## config.mk

```make
export PLATFORM = sky130hd
export DESIGN_NAME = retire_stage_flat
export DESIGN_NICKNAME = d
export VERILOG_FILES = /design/src/rtl/retire_stage_if.sv /design/src/rtl/retire_stage.sv /design/src/flat_wrapper.sv
export SDC_FILE = /design/constraint.sdc
export NUM_CORES = 1
export LEC_CHECK = 0
export ABC_AREA = 1
export CAP_MARGIN = 20
export CORE_ASPECT_RATIO = 1.5
export CORE_MARGIN = 2
export CORE_UTILIZATION = 25
export CTS_BUF_LIST = sky130_fd_sc_hd__clkbuf_4 sky130_fd_sc_hd__clkbuf_8
export DETAILED_ROUTE_END_ITERATION = 12
export SLEW_MARGIN = 5
export SYNTH_ARGS = -nofsm -noshare
export SYNTH_HDL_FRONTEND = slang
export SYNTH_SLANG_ARGS = --single-unit
export TNS_END_PERCENT = 30
```

## constraint.sdc

```tcl
create_clock -name clock -period 12.5 [get_ports clock]
set_input_delay 1.25 -clock clock [delete_from_list [all_inputs] [get_ports clock]]
set_output_delay 1.25 -clock clock [all_outputs]
set_load 0.02 [all_outputs]
```

## src/rtl/retire_stage_if.sv

```systemverilog
// rtl/retire_stage_if.sv - ROB entry type and retire-stage port bundle
package retire_stage_pkg;
  localparam int XLEN   = 32;
  localparam int PR_W   = 6;
  localparam int AREG_W = 5;

  typedef struct packed {
    logic              completed;
    logic              precise_state_need;
    logic [XLEN-1:0]   target_pc;
    logic [PR_W-1:0]   Tnew;
    logic [PR_W-1:0]   Told;
    logic [AREG_W-1:0] dest_areg;
    logic              is_store;
    logic              halt;
  } ROB_ENTRY_PACKET;
endpackage

interface retire_stage_if #(
  parameter int NUM_AREG = 32,
  parameter int CNT_W    = 64
);
  import retire_stage_pkg::*;

  // Retire group from the ROB: slot 2 oldest, slot 0 youngest
  ROB_ENTRY_PACKET [2:0]                 retire_entry;
  logic                                  BPRecoverEN;
  logic [XLEN-1:0]                       recover_pc;
  logic [2:0]                            free_pr_valid;
  logic [2:0][PR_W-1:0]                  free_pr;
  logic [2:0]                            sq_retire;
  logic [NUM_AREG-1:0][PR_W-1:0]         archi_maptable;
  logic [CNT_W-1:0]                      retire_count;
  logic                                  halted;

  modport master (
    output retire_entry,
    input  BPRecoverEN, recover_pc, free_pr_valid, free_pr, sq_retire,
    input  archi_maptable, retire_count, halted
  );

  modport slave (
    input  retire_entry,
    output BPRecoverEN, recover_pc, free_pr_valid, free_pr, sq_retire,
    output archi_maptable, retire_count, halted
  );
endinterface

```

## src/rtl/retire_stage.sv

```systemverilog
// rtl/retire_stage.sv - in-order commit of a 3-wide ROB retire group
module retire_stage
  import retire_stage_pkg::*;
#(
  parameter int NUM_AREG = 32,
  parameter int CNT_W    = 64
) (
  input  logic          clock,
  input  logic          reset,
  retire_stage_if.slave rif
);

  logic [2:0]      commit;
  logic [1:0]      n_commit;
  logic            do_recover;
  logic            do_halt;
  logic [XLEN-1:0] rec_pc;
  logic            stop;

  // Walk the group oldest-first; the first non-completed slot, or a committing
  // halt/recovery slot, stops everything younger. A flush or halt blocks all.
  always_comb begin
    commit     = '0;
    n_commit   = '0;
    do_recover = 1'b0;
    do_halt    = 1'b0;
    rec_pc     = '0;
    stop       = rif.BPRecoverEN | rif.halted;
    for (int i = 2; i >= 0; i--) begin
      if (!stop) begin
        if (rif.retire_entry[i].completed) begin
          commit[i] = 1'b1;
          n_commit  = n_commit + 2'd1;
          if (rif.retire_entry[i].halt) begin
            // halt takes priority over a redirect in the same entry
            do_halt = 1'b1;
            stop    = 1'b1;
          end else if (rif.retire_entry[i].precise_state_need) begin
            do_recover = 1'b1;
            rec_pc     = rif.retire_entry[i].target_pc;
            stop       = 1'b1;
          end
        end else begin
          stop = 1'b1;
        end
      end
    end
  end

  // Register flush pulse and sticky halt; reset cancels any pending pulse
  always_ff @(posedge clock or posedge reset) begin
    if (reset) begin
      rif.BPRecoverEN <= 1'b0;
      rif.recover_pc  <= '0;
      rif.halted      <= 1'b0;
    end else begin
      rif.BPRecoverEN <= do_recover;
      rif.recover_pc  <= do_recover ? rec_pc : '0;
      rif.halted      <= rif.halted | do_halt;
    end
  end

  // Per-slot freelist returns and store releases for committed slots
  always_ff @(posedge clock or posedge reset) begin
    if (reset) begin
      rif.free_pr_valid <= '0;
      rif.free_pr       <= '0;
      rif.sq_retire     <= '0;
    end else begin
      for (int i = 0; i < 3; i++) begin
        if (commit[i] && (rif.retire_entry[i].dest_areg != '0)) begin
          rif.free_pr_valid[i] <= 1'b1;
          rif.free_pr[i]       <= rif.retire_entry[i].Told;
        end else begin
          rif.free_pr_valid[i] <= 1'b0;
          rif.free_pr[i]       <= '0;
        end
        rif.sq_retire[i] <= commit[i] & rif.retire_entry[i].is_store;
      end
    end
  end

  // Architectural map: writes applied oldest to youngest so the youngest wins;
  // entry 0 is hard-wired to its reset mapping
  always_ff @(posedge clock or posedge reset) begin
    if (reset) begin
      for (int a = 0; a < NUM_AREG; a++) begin
        rif.archi_maptable[a] <= PR_W'(a);
      end
    end else begin
      for (int i = 2; i >= 0; i--) begin
        if (commit[i] && (rif.retire_entry[i].dest_areg != '0)) begin
          rif.archi_maptable[rif.retire_entry[i].dest_areg] <= rif.retire_entry[i].Tnew;
        end
      end
    end
  end

  // Retired-instruction counter, wraps naturally at full width
  always_ff @(posedge clock or posedge reset) begin
    if (reset) begin
      rif.retire_count <= '0;
    end else begin
      rif.retire_count <= rif.retire_count + CNT_W'(n_commit);
    end
  end

endmodule

```

## src/flat_wrapper.sv

```systemverilog
// flat-port wrapper written by rule: the top's interface ports become plain ports
module retire_stage_flat import retire_stage_pkg::*;
#(
  parameter int NUM_AREG = 32,
  parameter int CNT_W    = 64
)
  (clock, reset, rif_retire_entry, rif_BPRecoverEN, rif_recover_pc, rif_free_pr_valid, rif_free_pr, rif_sq_retire, rif_archi_maptable, rif_retire_count, rif_halted);
  retire_stage_if #(.NUM_AREG(NUM_AREG), .CNT_W(CNT_W)) rif_i ();
  input  logic clock;
  input  logic reset;
  input wire logic [$bits(rif_i.retire_entry)-1:0] rif_retire_entry;
  output wire logic [$bits(rif_i.BPRecoverEN)-1:0] rif_BPRecoverEN;
  output wire logic [$bits(rif_i.recover_pc)-1:0] rif_recover_pc;
  output wire logic [$bits(rif_i.free_pr_valid)-1:0] rif_free_pr_valid;
  output wire logic [$bits(rif_i.free_pr)-1:0] rif_free_pr;
  output wire logic [$bits(rif_i.sq_retire)-1:0] rif_sq_retire;
  output wire logic [$bits(rif_i.archi_maptable)-1:0] rif_archi_maptable;
  output wire logic [$bits(rif_i.retire_count)-1:0] rif_retire_count;
  output wire logic [$bits(rif_i.halted)-1:0] rif_halted;
  assign rif_i.retire_entry = rif_retire_entry;
  assign rif_BPRecoverEN = rif_i.BPRecoverEN;
  assign rif_recover_pc = rif_i.recover_pc;
  assign rif_free_pr_valid = rif_i.free_pr_valid;
  assign rif_free_pr = rif_i.free_pr;
  assign rif_sq_retire = rif_i.sq_retire;
  assign rif_archi_maptable = rif_i.archi_maptable;
  assign rif_retire_count = rif_i.retire_count;
  assign rif_halted = rif_i.halted;
  retire_stage #(.NUM_AREG(NUM_AREG), .CNT_W(CNT_W)) u_core (.clock(clock), .reset(reset), .rif(rif_i));
endmodule
```

==> results.json <==
{
  "synth.distinct_cells": 44,
  "worstMarginPinSlew_ns": 1.17,
  "cp-end-kind": "register",
  "crit_arrival_ns": 4.87,
  "seqPwrFrac_pct": 38.8,
  "routabilityCongestion": 1.04,
  "pwr-share-comb_pct": 26.2,
  "p_sw_w": 0.00112,
  "coreArea_um2": 73900,
  "max_freq_mhz": 232,
  "start_util_pct": 25.3,
  "place_hpwl_mm": 67.2,
  "numCtsBuffers": 56,
  "stdcell_area_um2": 25800,
  "drt-initial-drc-count": 1624,
  "p_leak_nw": 12.0,
  "portBuffers": 474,
  "fillers": 7822,
  "criticalPathCategory": "in -> reg",
  "layout_commonest_cell": "nand2_1",
  "path_buf_inv": 2,
  "cts_resized": 0,
  "critPathLaunch": "rif_retire_entry[158]",
  "setup_ws_ns": 8.18,
  "cts_tree": "done",
  "syn_area_per_cell_um2": 6.98,
  "place_ws_ns": 7.44,
  "cts.sinks": 314,
  "regArea_um2": 7960,
  "synth_area_um2": 18700,
  "drive_above_1_share_pct": 9.50,
  "setup-tns-final_ns": 0,
  "area_growth_pct": 37.7,
  "cpPeakStageDelay_ns": 0.59,
  "place_area_um2": 24400,
  "crit_top_cell": "nand2_1",
  "fin_nets": 3296,
  "skew_ns": 0.0429,
  "viasPerCell": 4.86,
  "wl_per_cell_um": 21.7,
  "cap_violations": 0,
  "max_slew_margin_pct": 22.2,
  "cts_buffer_depth": 3,
  "synth-seq-cells": 314,
  "crit_path_max_fanout": 18,
  "crit_slowest_cell": "clkdlybuf4s50_1",
  "hold_path_class": "reg -> reg",
  "grt_max_degree": 140,
  "cts-root-buf": "clkbuf_8",
  "power.density_nw_per_um2": 128,
  "vias": 20306,
  "clk_pin_slew_ns": 0.06,
  "syn_nets": 2847,
  "mostFrequentLayoutCells": "nand2_1, clkdlybuf4s50_1, nand3_1",
  "drc": 0,
  "die_area_um2": 77100,
  "slew_violations": 0,
  "cp.required_ns": 13.05,
  "crit_chain": "clkdlybuf4s50_1 > nand2_1 > nor2_4 > ha_1 > nand4_1 > xnor2_1 > inv_1 > ha_1 > nand2_1 > a21oi_2 > nand2_1 > nor2_1 > nand2_1 > o21ai_0 > nand2_1",
  "multi_input_area_um2": 9290,
  "stdcell_count": 4176,
  "die_width_um": 227,
  "htree_num_levels": 2,
  "ant_nets": 0,
  "grt_pass1_wl_mm": 131,
  "clockPowerShare_pct": 35.0,
  "grt_pass1_vias": 19635,
  "dr.pass1.iters": 5,
  "gr-total-overflow": 0,
  "fp.dieH_um": 339,
  "synth_seq_area_share_pct": 42.5,
  "synth_warnings": 0,
  "internal-power_w": 0.00217,
  "fin_crit_ns": 4.32,
  "finalCritPeriodShare_pct": 34.6,
  "rsz0062_at_grt": "false",
  "swShare_pct": 34.0,
  "pin_count": 475,
  "outcome": "complete, no violations",
  "cp_top_family": "simple AND/OR/NAND/NOR gates",
  "drt-total-wl_mm": 90.8,
  "fin_hold_ws_ns": 0.374,
  "irDropWorstVdd_uv": 80.3,
  "setup_viol": 0,
  "antenna_found_initial": 8,
  "clock_latency_ns": 0.71,
  "cts_setup_buffers": 0,
  "num_rows": 122,
  "critPathLaunchType": "input port",
  "reg2reg_from": "u_core.rif.BPRecoverEN",
  "hold_buffers": 0,
  "hold_violations": 0,
  "dp_cells": 4065,
  "grt.total_usage_pct": 23.0,
  "hold_path_startpoint": "u_core.rif.archi_maptable[0]",
  "syn_inst": 2682
}
[registers in the layout, summed over array words and instances, names as in the netlist]
register                   count
u_core.rif.BPRecoverEN         1
u_core.rif.archi_maptable    192
u_core.rif.free_pr            18
u_core.rif.free_pr_valid       3
u_core.rif.halted              1
u_core.rif.recover_pc         32
u_core.rif.retire_count       64
u_core.rif.sq_retire           3
[cells by family after synthesis]
kind of cell	synth area share, %
AOI/OAI and AO/OA	7.15
xor gates and xnor gates	2.29
adders and majority gates	0.308
buffers and inverters	7.85
DFF	42.5
and+or+nand+nor	39.9
[cells in the mapped netlist, drive strengths merged]
cell type | count | area share (%)
a21oi | 16 | 0.45
ha | 3 | 0.20
nor2 | 323 | 7.5
xnor2 | 10 | 0.47
dfrtp | 234 | 31
clkinv | 3 | 0.060
buf | 51 | 1.4
nand4 | 38 | 1.5
inv | 256 | 5.2
xor2 | 39 | 1.8
nand3 | 333 | 9.1
nand3b | 6 | 0.24
nand2 | 955 | 20
o221ai | 4 | 0.19
o211ai | 32 | 1.3
and3 | 1 | 0.033
clkbuf | 59 | 1.2
nor3b | 3 | 0.12
fa | 1 | 0.11
dfstp | 80 | 11
a31oi | 19 | 0.64
o22ai | 7 | 0.23
and2 | 1 | 0.033
nor3 | 45 | 1.7
o21ai | 163 | 4.4
[routing by layer]
metal / global-route usage (%) / share of wire, % / vias to the layer above
met4: 13.7 / 6.5 / 8
li1: - / - / 9488
met5: 0 / 0.063 / -
met3: 5.30 / 8.1 / 299
met2: 39.3 / 48 / 1009
met1: 25.7 / 37 / 9502
[through the flow]
stage               util [%]  power, W
global route            34.9   0.00344
finish                  34.9   0.00329
global placement        33.1   0.00215
CTS                     34.8   0.00332
floorplan                  -   0.00168
detailed placement      33.1   0.00215
[worst paths after layout]
path	endpoint	slack (ns)	depth (start not counted)
max	u_core.rif.retire_count[63]	8.18	15
min	u_core.rif.archi_maptable[0]	0.37	0
max reg2reg	u_core.rif.retire_count[63]	8.89	15
min reg2reg	u_core.rif.archi_maptable[0]	0.37	0
max in group asynchronous	u_core.rif.archi_maptable[111]	9.85	3
min in group asynchronous	u_core.rif.recover_pc[27]	1.11	2
[power by group through the flow]
stage          sequential, W  combinational (W)  clock, W
2_1_floorplan        0.00140           0.000278         0
3_3_place_gp         0.00129           0.000860         0
3_5_place_dp         0.00129           0.000864         0
4_1_cts              0.00128           0.000869   0.00118
5_1_grt              0.00129           0.000932   0.00122
6_report             0.00128           0.000861   0.00115
[layout make-up]
type / instances / share of cell area, %
repair buffers: 501 / 19.2
multi-input cells: 1999 / 36.1
flip-flops and latches: 314 / 30.9
clock inverters: 16 / 0.709
diodes: 6 / 0.0583
well taps: 992 / 4.82
inverters: 259 / 3.82
clock buffers: 89 / 4.41
Power figures use the tool's default switching activity.
